`src/rtl/fpu_pkg.sv`:
```
// Shared FPU definitions: rounding modes, FP32 field layout, integer
// saturation limits and operand classification helpers.
package fpu_pkg;

   typedef enum logic [2:0] {
      RM_RNE = 3'b000,
      RM_RTZ = 3'b001,
      RM_RDN = 3'b010,
      RM_RUP = 3'b011,
      RM_RMM = 3'b100
   } rm_e;

   localparam int unsigned FP32_BIAS   = 127;
   localparam int unsigned FP32_EXP_W  = 8;
   localparam int unsigned FP32_FRAC_W = 23;

   localparam logic [31:0] INT32_MAX  = 32'h7FFF_FFFF;
   localparam logic [31:0] INT32_MIN  = 32'h8000_0000;
   localparam logic [31:0] UINT32_MAX = 32'hFFFF_FFFF;

   function automatic logic is_nan(input logic [31:0] f);
      return (f[FP32_FRAC_W +: FP32_EXP_W] == '1) && (f[FP32_FRAC_W-1:0] != '0);
   endfunction

   function automatic logic is_inf(input logic [31:0] f);
      return (f[FP32_FRAC_W +: FP32_EXP_W] == '1) && (f[FP32_FRAC_W-1:0] == '0);
   endfunction

endpackage

```
`src/rtl/float_to_int_converter_if.sv`:
```
// Issue/result handshake bundle of the FP32-to-integer converter.
interface float_to_int_converter_if;
   logic        valid_in;
   logic        ready_out;
   logic [31:0] a;
   logic [2:0]  rm;
   logic        signed_in;
   logic        valid_out;
   logic        ready_in;
   logic [31:0] int_out;
   logic        NV;
   logic        NX;

   modport master (
      output valid_in, a, rm, signed_in, ready_in,
      input  ready_out, valid_out, int_out, NV, NX
   );

   modport slave (
      input  valid_in, a, rm, signed_in, ready_in,
      output ready_out, valid_out, int_out, NV, NX
   );
endinterface

```
`src/rtl/float_to_int_converter_shift.sv`:
```
// 32-bit logarithmic right shifter returning the shifted value, the first
// dropped bit (guard) and the OR of every bit dropped below it (sticky).
module shift_right_sticky_32 (
   input  logic [31:0] din,
   input  logic [4:0]  amt,
   output logic [31:0] dout,
   output logic        guard,
   output logic        sticky
);

   logic [63:0] stage;

   // Five binary-weighted stages; the low 32 bits catch everything shifted out.
   always_comb begin
      stage = {din, 32'b0};
      for (int unsigned i = 0; i < 5; i++) begin
         if (amt[i]) begin
            stage = stage >> (1 << i);
         end
      end
      dout   = stage[63:32];
      guard  = stage[31];
      sticky = |stage[30:0];
   end

endmodule

```
`src/rtl/float_to_int_converter.sv`:
```
// Two-stage FP32 -> int32/uint32 converter (FCVT.W.S / FCVT.WU.S).
// S1 decodes and aligns the significand; S2 rounds, range-checks,
// negates/saturates and raises NV/NX.
module float_to_int_converter
   import fpu_pkg::*;
(
   input  logic                    clk,
   input  logic                    reset,
   float_to_int_converter_if.slave io
);

   typedef struct packed {
      logic        sign;
      logic        sgn_mode;
      logic [2:0]  rm;
      logic        nan;
      logic        ovf;
      logic [31:0] ipart;
      logic        g;
      logic        s;
   } s1_t;

   s1_t         s1_q, s1_d, s1_new;
   logic        s1_valid_q, s1_valid_d;
   logic        s2_valid_q, s2_valid_d;
   logic [31:0] int_q, int_d;
   logic        nv_q, nv_d;
   logic        nx_q, nx_d;

   logic [7:0]  exp_f;
   logic [22:0] frac_f;
   logic [23:0] mant;
   logic [4:0]  sh_amt;
   logic [31:0] sh_out;
   logic        sh_g, sh_s;

   logic        s1_adv, accept, in_xfer;
   logic        inc, invalid, nx_calc;
   logic [32:0] mag_r;
   logic [31:0] res;

   shift_right_sticky_32 u_shift (
      .din    ({mant, 8'b0}),
      .amt    (sh_amt),
      .dout   (sh_out),
      .guard  (sh_g),
      .sticky (sh_s)
   );

   // S1 decode: classify the operand and align the significand to the integer point.
   always_comb begin
      exp_f  = io.a[30:23];
      frac_f = io.a[22:0];
      mant   = {exp_f != '0, frac_f};
      sh_amt = 5'(8'(FP32_BIAS + 31) - exp_f);
      s1_new          = '0;
      s1_new.sign     = io.a[31];
      s1_new.sgn_mode = io.signed_in;
      s1_new.rm       = io.rm;
      s1_new.nan      = is_nan(io.a);
      s1_new.ovf      = exp_f >= 8'(FP32_BIAS + 32);
      if (exp_f >= 8'(FP32_BIAS)) begin
         s1_new.ipart = sh_out;
         s1_new.g     = sh_g;
         s1_new.s     = sh_s;
      end else begin
         // Below one: exponent -1 puts the hidden bit in the guard position.
         s1_new.ipart = '0;
         s1_new.g     = exp_f == 8'(FP32_BIAS - 1);
         s1_new.s     = s1_new.g ? |frac_f : |mant;
      end
   end

   // Handshake and S1 next state: S1 advances whenever S2 is empty or draining.
   always_comb begin
      s1_adv     = !s2_valid_q || io.ready_in;
      accept     = !reset && (!s1_valid_q || s1_adv);
      in_xfer    = io.valid_in && accept;
      s1_valid_d = s1_valid_q;
      s1_d       = s1_q;
      if (in_xfer) begin
         s1_valid_d = 1'b1;
         s1_d       = s1_new;
      end else if (s1_adv) begin
         s1_valid_d = 1'b0;
      end
   end

   // S2 compute: rounding increment, range check, negation or saturation, flags.
   always_comb begin
      case (s1_q.rm)
         RM_RTZ:  inc = 1'b0;
         RM_RDN:  inc = s1_q.sign && (s1_q.g || s1_q.s);
         RM_RUP:  inc = !s1_q.sign && (s1_q.g || s1_q.s);
         RM_RMM:  inc = s1_q.g;
         default: inc = s1_q.g && (s1_q.s || s1_q.ipart[0]);
      endcase
      mag_r = {1'b0, s1_q.ipart} + 33'(inc);

      if (s1_q.ovf) begin
         invalid = 1'b1;
      end else if (s1_q.sgn_mode) begin
         invalid = s1_q.sign ? (mag_r > 33'h0_8000_0000) : (mag_r >= 33'h0_8000_0000);
      end else begin
         invalid = s1_q.sign ? (mag_r != '0) : mag_r[32];
      end

      if (invalid) begin
         if (s1_q.nan || !s1_q.sign) begin
            res = s1_q.sgn_mode ? INT32_MAX : UINT32_MAX;
         end else begin
            res = s1_q.sgn_mode ? INT32_MIN : '0;
         end
      end else begin
         res = s1_q.sign ? (~mag_r[31:0] + 32'd1) : mag_r[31:0];
      end
      nx_calc = (s1_q.g || s1_q.s) && !invalid;
   end

   // S2 next state: load from S1 on advance, otherwise hold the presented result.
   always_comb begin
      s2_valid_d = s2_valid_q;
      int_d      = int_q;
      nv_d       = nv_q;
      nx_d       = nx_q;
      if (s1_adv) begin
         s2_valid_d = s1_valid_q;
         if (s1_valid_q) begin
            int_d = res;
            nv_d  = invalid;
            nx_d  = nx_calc;
         end
      end
   end

   // Pipeline registers with synchronous reset discarding in-flight operands.
   always_ff @(posedge clk) begin
      if (reset) begin
         s1_valid_q <= 1'b0;
         s1_q       <= '0;
         s2_valid_q <= 1'b0;
         int_q      <= '0;
         nv_q       <= 1'b0;
         nx_q       <= 1'b0;
      end else begin
         s1_valid_q <= s1_valid_d;
         s1_q       <= s1_d;
         s2_valid_q <= s2_valid_d;
         int_q      <= int_d;
         nv_q       <= nv_d;
         nx_q       <= nx_d;
      end
   end

   assign io.ready_out = accept;
   assign io.valid_out = s2_valid_q;
   assign io.int_out   = int_q;
   assign io.NV        = nv_q;
   assign io.NX        = nx_q;

endmodule

```
`src/flat_wrapper.sv`:
```
// flat-port wrapper written by rule: the top's interface ports become plain ports
module float_to_int_converter_flat import fpu_pkg::*;
  (clk, reset, io_valid_in, io_a, io_rm, io_signed_in, io_ready_in, io_ready_out, io_valid_out, io_int_out, io_NV, io_NX);
  float_to_int_converter_if io_i ();
  input  logic clk;
  input  logic reset;
  input wire logic [$bits(io_i.valid_in)-1:0] io_valid_in;
  input wire logic [$bits(io_i.a)-1:0] io_a;
  input wire logic [$bits(io_i.rm)-1:0] io_rm;
  input wire logic [$bits(io_i.signed_in)-1:0] io_signed_in;
  input wire logic [$bits(io_i.ready_in)-1:0] io_ready_in;
  output wire logic [$bits(io_i.ready_out)-1:0] io_ready_out;
  output wire logic [$bits(io_i.valid_out)-1:0] io_valid_out;
  output wire logic [$bits(io_i.int_out)-1:0] io_int_out;
  output wire logic [$bits(io_i.NV)-1:0] io_NV;
  output wire logic [$bits(io_i.NX)-1:0] io_NX;
  assign io_i.valid_in = io_valid_in;
  assign io_i.a = io_a;
  assign io_i.rm = io_rm;
  assign io_i.signed_in = io_signed_in;
  assign io_i.ready_in = io_ready_in;
  assign io_ready_out = io_i.ready_out;
  assign io_valid_out = io_i.valid_out;
  assign io_int_out = io_i.int_out;
  assign io_NV = io_i.NV;
  assign io_NX = io_i.NX;
  float_to_int_converter u_core (.clk(clk), .reset(reset), .io(io_i));
endmodule
```
`config.mk`:
```
export PLATFORM = sky130hd
export DESIGN_NAME = float_to_int_converter_flat
export DESIGN_NICKNAME = d
export VERILOG_FILES = /design/src/rtl/fpu_pkg.sv /design/src/rtl/float_to_int_converter_if.sv /design/src/rtl/float_to_int_converter_shift.sv /design/src/rtl/float_to_int_converter.sv /design/src/flat_wrapper.sv
export SDC_FILE = /design/constraint.sdc
export NUM_CORES = 1
export LEC_CHECK = 0
export ABC_AREA = 1
export CORE_MARGIN = 2
export CORE_UTILIZATION = 40
export CTS_CLUSTER_SIZE = 16
export DETAILED_ROUTE_END_ITERATION = 7
export PLACE_DENSITY = 0.65
export SLEW_MARGIN = 30
export SYNTH_ARGS = -nofsm -noshare
export SYNTH_HDL_FRONTEND = slang
export SYNTH_HIERARCHICAL = 1
export SYNTH_SLANG_ARGS = --single-unit
```
`constraint.sdc`:
```
create_clock -name clk -period 5 [get_ports clk]
set_input_delay 1 -clock clk [delete_from_list [all_inputs] [get_ports clk]]
set_output_delay 1 -clock clk [all_outputs]
set_load 0.01 [all_outputs]
```
Word level (Yosys, flattened, before mapping). Cells that the tools add are included.

Muxes and demuxes: 19. Equal/unequal tests: 6. Reduce and logical (&&, ||, !) cells: 25. Bitwise operators: 1. $add $sub $neg: 3. Magnitude comparators: 4.

Operators by type and width (number): $mux 64 (5); $mux 32 (5); $mux 34 (1); $add 32x1->33 (1); $ge 33x32->1 const B (1); $gt 33x32->1 const B (1); $reduce_bool 33->1 (1); $add 32x1->32 const B (1); $not 32->32 (1); $reduce_or 31->1 (1); $reduce_or 24->1 (1); $reduce_bool 23->1 (1); $reduce_or 23->1 (1); $eq 8x7->1 const B (1); $eq 8x8->1 const B (1); $ge 8x7->1 const B (1); $ge 8x8->1 const B (1); $reduce_bool 8->1 (1); $logic_and 1x1->1 (7); $mux 1 (7); $eq 3x2->1 const B (2); $logic_not 1->1 (5); $logic_or 1x1->1 (5); $sub 5x5->5 const A (1); 5 further kinds (5).

Output and inout port bits: 36. Bits in registers: 77.

Logic depth before layout (Yosys ltp).
Depth after elaboration: 10. Gate-level depth with buffers: 26. Gate-level depth less buffers: 25.

Hierarchy. The synthesis kept the hierarchy.

Modules (own cells, without submodules): float_to_int_converter (area each 5341.4 µm², instances 1, cells an instance 891, sequential area each 1541.5 µm²); shift_right_sticky_32 (area each 1994.4 µm², instances 1, cells an instance 417, sequential area each 0.0 µm²).

Worst setup path after synthesis. Ideal clock, no wire load.

Path kind: register to register. From: reg u_core/s1_q[40] (netlist name). To: reg u_core.int_q[24], in the netlist u_core/io.int_out[24]. Cell stages (with the launch flop): 25. Buffers on the path: 3. Required time: 4872 ps. Arrival: 3430 ps. Period minus slack after synthesis: 3558 ps. Setup slack: 1442 ps. Path through: dfxtp_1 > clkbuf_1 > buf_1 > nor2_1 > o41ai_1 > ha_1 > ha_1 > nand2_1 > nor2_4 > nand2_2 > nor2_2 > nand2_1 > nand2_1 > nand2_1 > nor2_2 > nand2_1 > nor2_2 > nand3_2 > nand2_4 > nand2_4 > nand3_2 > buf_4 > nand2_1 > nor2_1 > nor2_1.

Longest elaborated chain between the ends: 9.

RTL lines: from (decl) (line float_to_int_converter.sv:23) `s1_t s1_q, s1_d, s1_new;`; from (signal assigned) (line float_to_int_converter.sv:140) `s1_q <= '0;`; from (signal assigned) (line float_to_int_converter.sv:147) `s1_q <= s1_d;`; $logic_not 1->1 (line float_to_int_converter.sv:94, float_to_int_converter.sv:109); $logic_and 1x1->1 (line float_to_int_converter.sv:94) `RM_RUP: inc = !s1_q.sign && (s1_q.g || s1_q.s);`; $pmux 1 s4 (line float_to_int_converter.sv:91) `case (s1_q.rm)`; $add 32x1->33 (line float_to_int_converter.sv:98) `mag_r = {1'b0, s1_q.ipart} + 33'(inc);`; $ge 33x32->1, or another cell as far along (line float_to_int_converter.sv:103) `invalid = s1_q.sign ? (mag_r > 33'h0_8000_0000) : (mag_r >= 33'h0_8000_0000);`; $mux 1 (on tied branches) (line float_to_int_converter.sv:103, float_to_int_converter.sv:105); $mux 1 (line float_to_int_converter.sv:102) `end else if (s1_q.sgn_mode) begin`; $mux 1 (line float_to_int_converter.sv:100) `if (s1_q.ovf) begin`; $mux 32 (*) (line float_to_int_converter.sv:108) `if (invalid) begin`; to (signal assigned) (line float_to_int_converter.sv:149) `int_q <= int_d;`; to (decl) (line float_to_int_converter.sv:26) `logic [31:0] int_q, int_d;`.

Mark *: on every way between the ends. The rest lies on a longest branch, timed or not. A chain may end at the register's enable or synchronous reset.

Worst setup path in the final report.
From: reg u_core/s1_q[0] (netlist name). To: reg u_core.int_q[27], in the netlist u_core/io.int_out[27].

Longest elaborated chain between the ends: 9.

RTL lines (line): $logic_or 1x1->1 (on tied branches) (float_to_int_converter.sv:96, float_to_int_converter.sv:93, float_to_int_converter.sv:94); $logic_and 1x1->1 (on tied branches) (float_to_int_converter.sv:96, float_to_int_converter.sv:93, float_to_int_converter.sv:94); $pmux 1 s4 (*) (float_to_int_converter.sv:91); $add 32x1->33 (*) (float_to_int_converter.sv:98); $ge 33x32->1, or another cell as far along (float_to_int_converter.sv:103); $mux 1 (on tied branches) (float_to_int_converter.sv:103, float_to_int_converter.sv:105); $mux 1 (float_to_int_converter.sv:102); $mux 1 (float_to_int_converter.sv:100); $mux 32 (*) (float_to_int_converter.sv:108).

Marked as above.

==> impl_results.html <==
<table>
<tr><th>Metric</th><th>Value</th></tr>
<tr><th colspan="2">Synth</th></tr>
<tr><td>Cell taking the most area after synthesis</td><td>sky130_fd_sc_hd__dfxtp_1</td></tr>
<tr><td>Synthesized area</td><td>7340 sq um</td></tr>
<tr><td>FF+latch count, synth</td><td>77</td></tr>
<tr><td>Post-synth cell types</td><td>46</td></tr>
<tr><td>Average size of a mapped cell</td><td>5.61 sq um</td></tr>
<tr><td>Post-synthesis async set-or-reset flop share</td><td>0%</td></tr>
<tr><td>Largest cells by area after synthesis</td><td>sky130_fd_sc_hd__dfxtp_1 (21%), sky130_fd_sc_hd__nand2_1 (21%), sky130_fd_sc_hd__nand3_1 (15%)</td></tr>
<tr><td>Synthesized instance count</td><td>1308</td></tr>
<tr><td>Primary FF master, synth</td><td>sky130_fd_sc_hd__dfxtp_1</td></tr>
<tr><td>Top cell type's share of synthesized area</td><td>21.0%</td></tr>
<tr><td>EDFF count, synth</td><td>0</td></tr>
<tr><td>Yosys warning count</td><td>6</td></tr>
<tr><td>Part of the Yosys area used for sequential elements</td><td>21.0%</td></tr>
<tr><th colspan="2">Placement</th></tr>
<tr><td>Final GP Congestion</td><td>0.959</td></tr>
<tr><td>Post-DP HPWL</td><td>16600 microns</td></tr>
<tr><td>Count of port buffers added during placement</td><td>75</td></tr>
<tr><th colspan="2">Clock network</th></tr>
<tr><td>Clk Tree Root Cell</td><td>sky130_fd_sc_hd__clkbuf_16</td></tr>
<tr><td>Number of sinks handled by clock tree synthesis</td><td>77</td></tr>
<tr><td>Post-CTS setup buffer count</td><td>0</td></tr>
<tr><td>Post-CTS resize count</td><td>0</td></tr>
<tr><td>Max Buffers Root-to-Sink</td><td>2</td></tr>
<tr><td>Number of buffers created by CTS</td><td>9</td></tr>
<tr><td>Later-pin clock latency in the skew report</td><td>350 ps</td></tr>
<tr><td>Clock-pin slew on the worst setup and hold paths</td><td>60 ps</td></tr>
<tr><td>H-tree lvl count</td><td>3</td></tr>
<tr><td>Post-cts hold buffer count</td><td>0</td></tr>
<tr><td>Clock tree from TritonCTS</td><td>done</td></tr>
<tr><th colspan="2">Worst setup path</th></tr>
<tr><td>Setup CP Type</td><td>register to register</td></tr>
<tr><td>Worst endpoint required time</td><td>5240 ps</td></tr>
<tr><td>Worst Path Max Fanout</td><td>18</td></tr>
<tr><td>Element type at the critical path end</td><td>register</td></tr>
<tr><td>Worst Setup Start Kind</td><td>register</td></tr>
<tr><td>Crit path arrival time</td><td>4060 ps</td></tr>
<tr><th colspan="2">Global routing</th></tr>
<tr><td>Antenna violations before repair</td><td>0</td></tr>
<tr><td>First-pass GRT wire length</td><td>36500 microns</td></tr>
<tr><td>Pin count of the biggest net entering global routing</td><td>72</td></tr>
<tr><td>Number of global-route vias before repair</td><td>7596</td></tr>
<tr><td>Overall fraction of global-route tracks in use</td><td>22.4%</td></tr>
<tr><td>Total congestion overflow</td><td>0</td></tr>
<tr><th colspan="2">Detailed routing</th></tr>
<tr><td>Remaining antenna violation count</td><td>0</td></tr>
<tr><td>First-pass iteration count of the detailed router</td><td>6</td></tr>
<tr><td>Routed len/inst</td><td>13.5 microns</td></tr>
<tr><td>Vias</td><td>8277</td></tr>
<tr><td>Starting DRC count in detailed routing</td><td>648</td></tr>
<tr><td>DR vias/cell</td><td>5.20</td></tr>
<tr><td>Wire length reported by the detailed router</td><td>21500 microns</td></tr>
<tr><td>Post-detailed-route DRC marker count</td><td>0</td></tr>
<tr><th colspan="2">STA</th></tr>
<tr><td>Worst Max-Slew Pin Slew</td><td>764 ps</td></tr>
<tr><td>Hold Fails Final Rpt</td><td>0</td></tr>
<tr><td>Maximum clock rate</td><td>262 MHz</td></tr>
<tr><td>Worst relative slew slack</td><td>49.0%</td></tr>
<tr><td>Final worst path period share</td><td>76.3%</td></tr>
<tr><td>Layout Skew</td><td>5.85 ps</td></tr>
<tr><td>Total count of max-transition violations in the final report</td><td>0</td></tr>
<tr><td>Post-Route Setup TNS</td><td>0 ps</td></tr>
<tr><td>Count of final setup violators</td><td>0</td></tr>
<tr><td>Final Critical Period</td><td>3820 ps</td></tr>
<tr><td>Setup repair after global routing missed its margin</td><td>no</td></tr>
<tr><th colspan="2">Floorplan</th></tr>
<tr><td>Die Height</td><td>139 microns</td></tr>
<tr><td>Horizontal die dimension</td><td>139 microns</td></tr>
<tr><td>Floorplan Core Area</td><td>18000 sq um</td></tr>
<tr><td>Starting density of the core</td><td>40.8%</td></tr>
<tr><td>Die Outline Area</td><td>19400 sq um</td></tr>
<tr><td>Row Count</td><td>49</td></tr>
<tr><td>Top-level port count</td><td>76</td></tr>
<tr><th colspan="2">Finish</th></tr>
<tr><td>Proportion of layout cells with a drive suffix above 1</td><td>6.31%</td></tr>
<tr><td>Number of antenna cells inserted</td><td>0</td></tr>
<tr><td>Final layout net count</td><td>1404</td></tr>
<tr><td>Storage cell area</td><td>1540 sq um</td></tr>
<tr><td>Most common library cell in the layout ignoring fill and taps</td><td>sky130_fd_sc_hd__nand2_1</td></tr>
<tr><td>Signed area change from the synthesized netlist to the final layout</td><td>16.6%</td></tr>
<tr><td>Multi-input logic area</td><td>5070 sq um</td></tr>
<tr><td>Top library cells by usage in the layout, fill and taps aside</td><td>sky130_fd_sc_hd__nand2_1 (407), sky130_fd_sc_hd__nand3_1 (216), sky130_fd_sc_hd__nor2_1 (161), sky130_fd_sc_hd__inv_1 (122), sky130_fd_sc_hd__dfxtp_1 (77)</td></tr>
<tr><td>Final-layout fill cell count</td><td>1963</td></tr>
<tr><td>Core occupancy in the finished layout</td><td>47.6%</td></tr>
<tr><th colspan="2">Run</th></tr>
<tr><td>Total of max-cap violations</td><td>0</td></tr>
<tr><th colspan="2">Power</th></tr>
<tr><td>P per Cell Area</td><td>254 nW/um^2</td></tr>
<tr><td>Worst supply voltage drop on vdd</td><td>0.170 mV</td></tr>
<tr><td>Leakage power total</td><td>3.92 nW</td></tr>
<tr><th colspan="2">Run status</th></tr>
<tr><td>Run status</td><td>complete, no violations</td></tr>
<tr><th colspan="2">Min path</th></tr>
<tr><td>Hold Path Class</td><td>register to register</td></tr>
</table>
sequential cells by signal, indices dropped and copies added, names as in the netlist:
| register | count |
|---|---|
| u_core/io.NV | 1 |
| u_core/io.NX | 1 |
| u_core/io.valid_out | 1 |
| u_core/io.int_out | 32 |
| u_core/s1_valid_q | 1 |
| u_core/s1_q | 41 |
worst paths after layout:
path                                        start  cells past startpoint  slack [ps]               endpoint
worst max-delay path               u_core/s1_q[0]                     22        1180  u_core/io.int_out[27]
worst min-delay path            u_core/s1_valid_q                      2         480    u_core/io.valid_out
worst max register to register     u_core/s1_q[0]                     22        1180  u_core/io.int_out[27]
worst min register to register  u_core/s1_valid_q                      2         480    u_core/io.valid_out
power breakdown:
group / leakage (nW) / internal, mW / switching, mW
clock: 0.159 / 0.454 / 0.277
sequential: 0.629 / 0.653 / 0.0301
combinational: 3.13 / 0.274 / 0.486
total: 3.92 / 1.38 / 0.793
layout make-up:
| type | count | area share (%) |
|---|---|---|
| timing repair buffer | 88 | 9.86 |
| clock inverter | 6 | 1.10 |
| clock buffer | 10 | 2.79 |
| multi-input combinational | 1054 | 59.3 |
| inverter | 127 | 5.60 |
| tap | 229 | 3.35 |
| sequential | 77 | 18.0 |
per-layer routing:
| metal | track usage [%] | routed length, microns |
|---|---|---|
| met1 | 31.5 | 10500 |
| met2 | 36.3 | 9650 |
| met3 | 3.51 | 1080 |
| met4 | 5.00 | 258 |
| met5 | 0 | 0 |
per-stage QoR:
stage	worst slack, ps	cells	cell area [sq um]	hold WS, ps	power, mW
2_1_floorplan	1440	1324	7400	442	1.24
3_3_place_gp	1080	1575	8220	462	1.45
3_5_place_dp	1100	1575	8220	467	1.45
4_1_cts	1190	1591	8550	477	2.19
5_1_grt	677	1591	8550	515	2.32
6_report	1180	1591	8550	475	2.17
critical path, stage by stage, from the launching register on:
cell                      delay [ps]
sky130_fd_sc_hd__dfxtp_1         360
sky130_fd_sc_hd__or2_2           140
sky130_fd_sc_hd__nand2_1          50
sky130_fd_sc_hd__o41ai_1         260
sky130_fd_sc_hd__ha_1            310
sky130_fd_sc_hd__ha_1            250
sky130_fd_sc_hd__nand2_1         110
sky130_fd_sc_hd__nor2_4          200
sky130_fd_sc_hd__nand2_2         100
sky130_fd_sc_hd__nor2_2          250
sky130_fd_sc_hd__nand2_1          80
sky130_fd_sc_hd__nand2_1          60
sky130_fd_sc_hd__nand2_1         100
sky130_fd_sc_hd__nor2_2          140
sky130_fd_sc_hd__nand2_1         100
sky130_fd_sc_hd__nor2_2          160
sky130_fd_sc_hd__nand3_2         110
sky130_fd_sc_hd__nand2_4         200
sky130_fd_sc_hd__nand2_4         160
sky130_fd_sc_hd__nand2_4         130
sky130_fd_sc_hd__nand2_2         160
sky130_fd_sc_hd__nor2_1          200
sky130_fd_sc_hd__nor2_1           60
cell usage after synthesis, types with 3 or more instances:
cell type / number
sky130_fd_sc_hd__a21oi_1: 17
sky130_fd_sc_hd__a31oi_1: 3
sky130_fd_sc_hd__buf_1: 9
sky130_fd_sc_hd__buf_2: 17
sky130_fd_sc_hd__buf_4: 4
sky130_fd_sc_hd__buf_6: 6
sky130_fd_sc_hd__clkbuf_1: 29
sky130_fd_sc_hd__dfxtp_1: 77
sky130_fd_sc_hd__ha_1: 7
sky130_fd_sc_hd__inv_1: 122
sky130_fd_sc_hd__nand2_1: 407
sky130_fd_sc_hd__nand2_2: 17
sky130_fd_sc_hd__nand2_4: 5
sky130_fd_sc_hd__nand3_1: 216
sky130_fd_sc_hd__nand3_2: 7
sky130_fd_sc_hd__nand3b_1: 7
sky130_fd_sc_hd__nand4_1: 24
sky130_fd_sc_hd__nor2_1: 163
sky130_fd_sc_hd__nor2_2: 11
sky130_fd_sc_hd__nor2_4: 5
sky130_fd_sc_hd__nor3_1: 5
sky130_fd_sc_hd__nor4_1: 8
sky130_fd_sc_hd__o21ai_0: 48
sky130_fd_sc_hd__o21ai_1: 20
sky130_fd_sc_hd__o31ai_1: 4
sky130_fd_sc_hd__o32ai_1: 29
sky130_fd_sc_hd__xnor2_1: 4
sky130_fd_sc_hd__xor2_1: 16
logic make-up after synthesis:
group / count (synthesis) / share of synthesized area [%]
other cells: 1 / 0.0511
simple gates: 878 / 53.0
fa+ha+maj: 7 / 1.19
xor+xnor: 20 / 2.39
buf+inv: 193 / 11.2
mux: 2 / 0.273
flops: 77 / 21.0
compound gates: 130 / 10.9
Power figures use the tool's default switching activity.
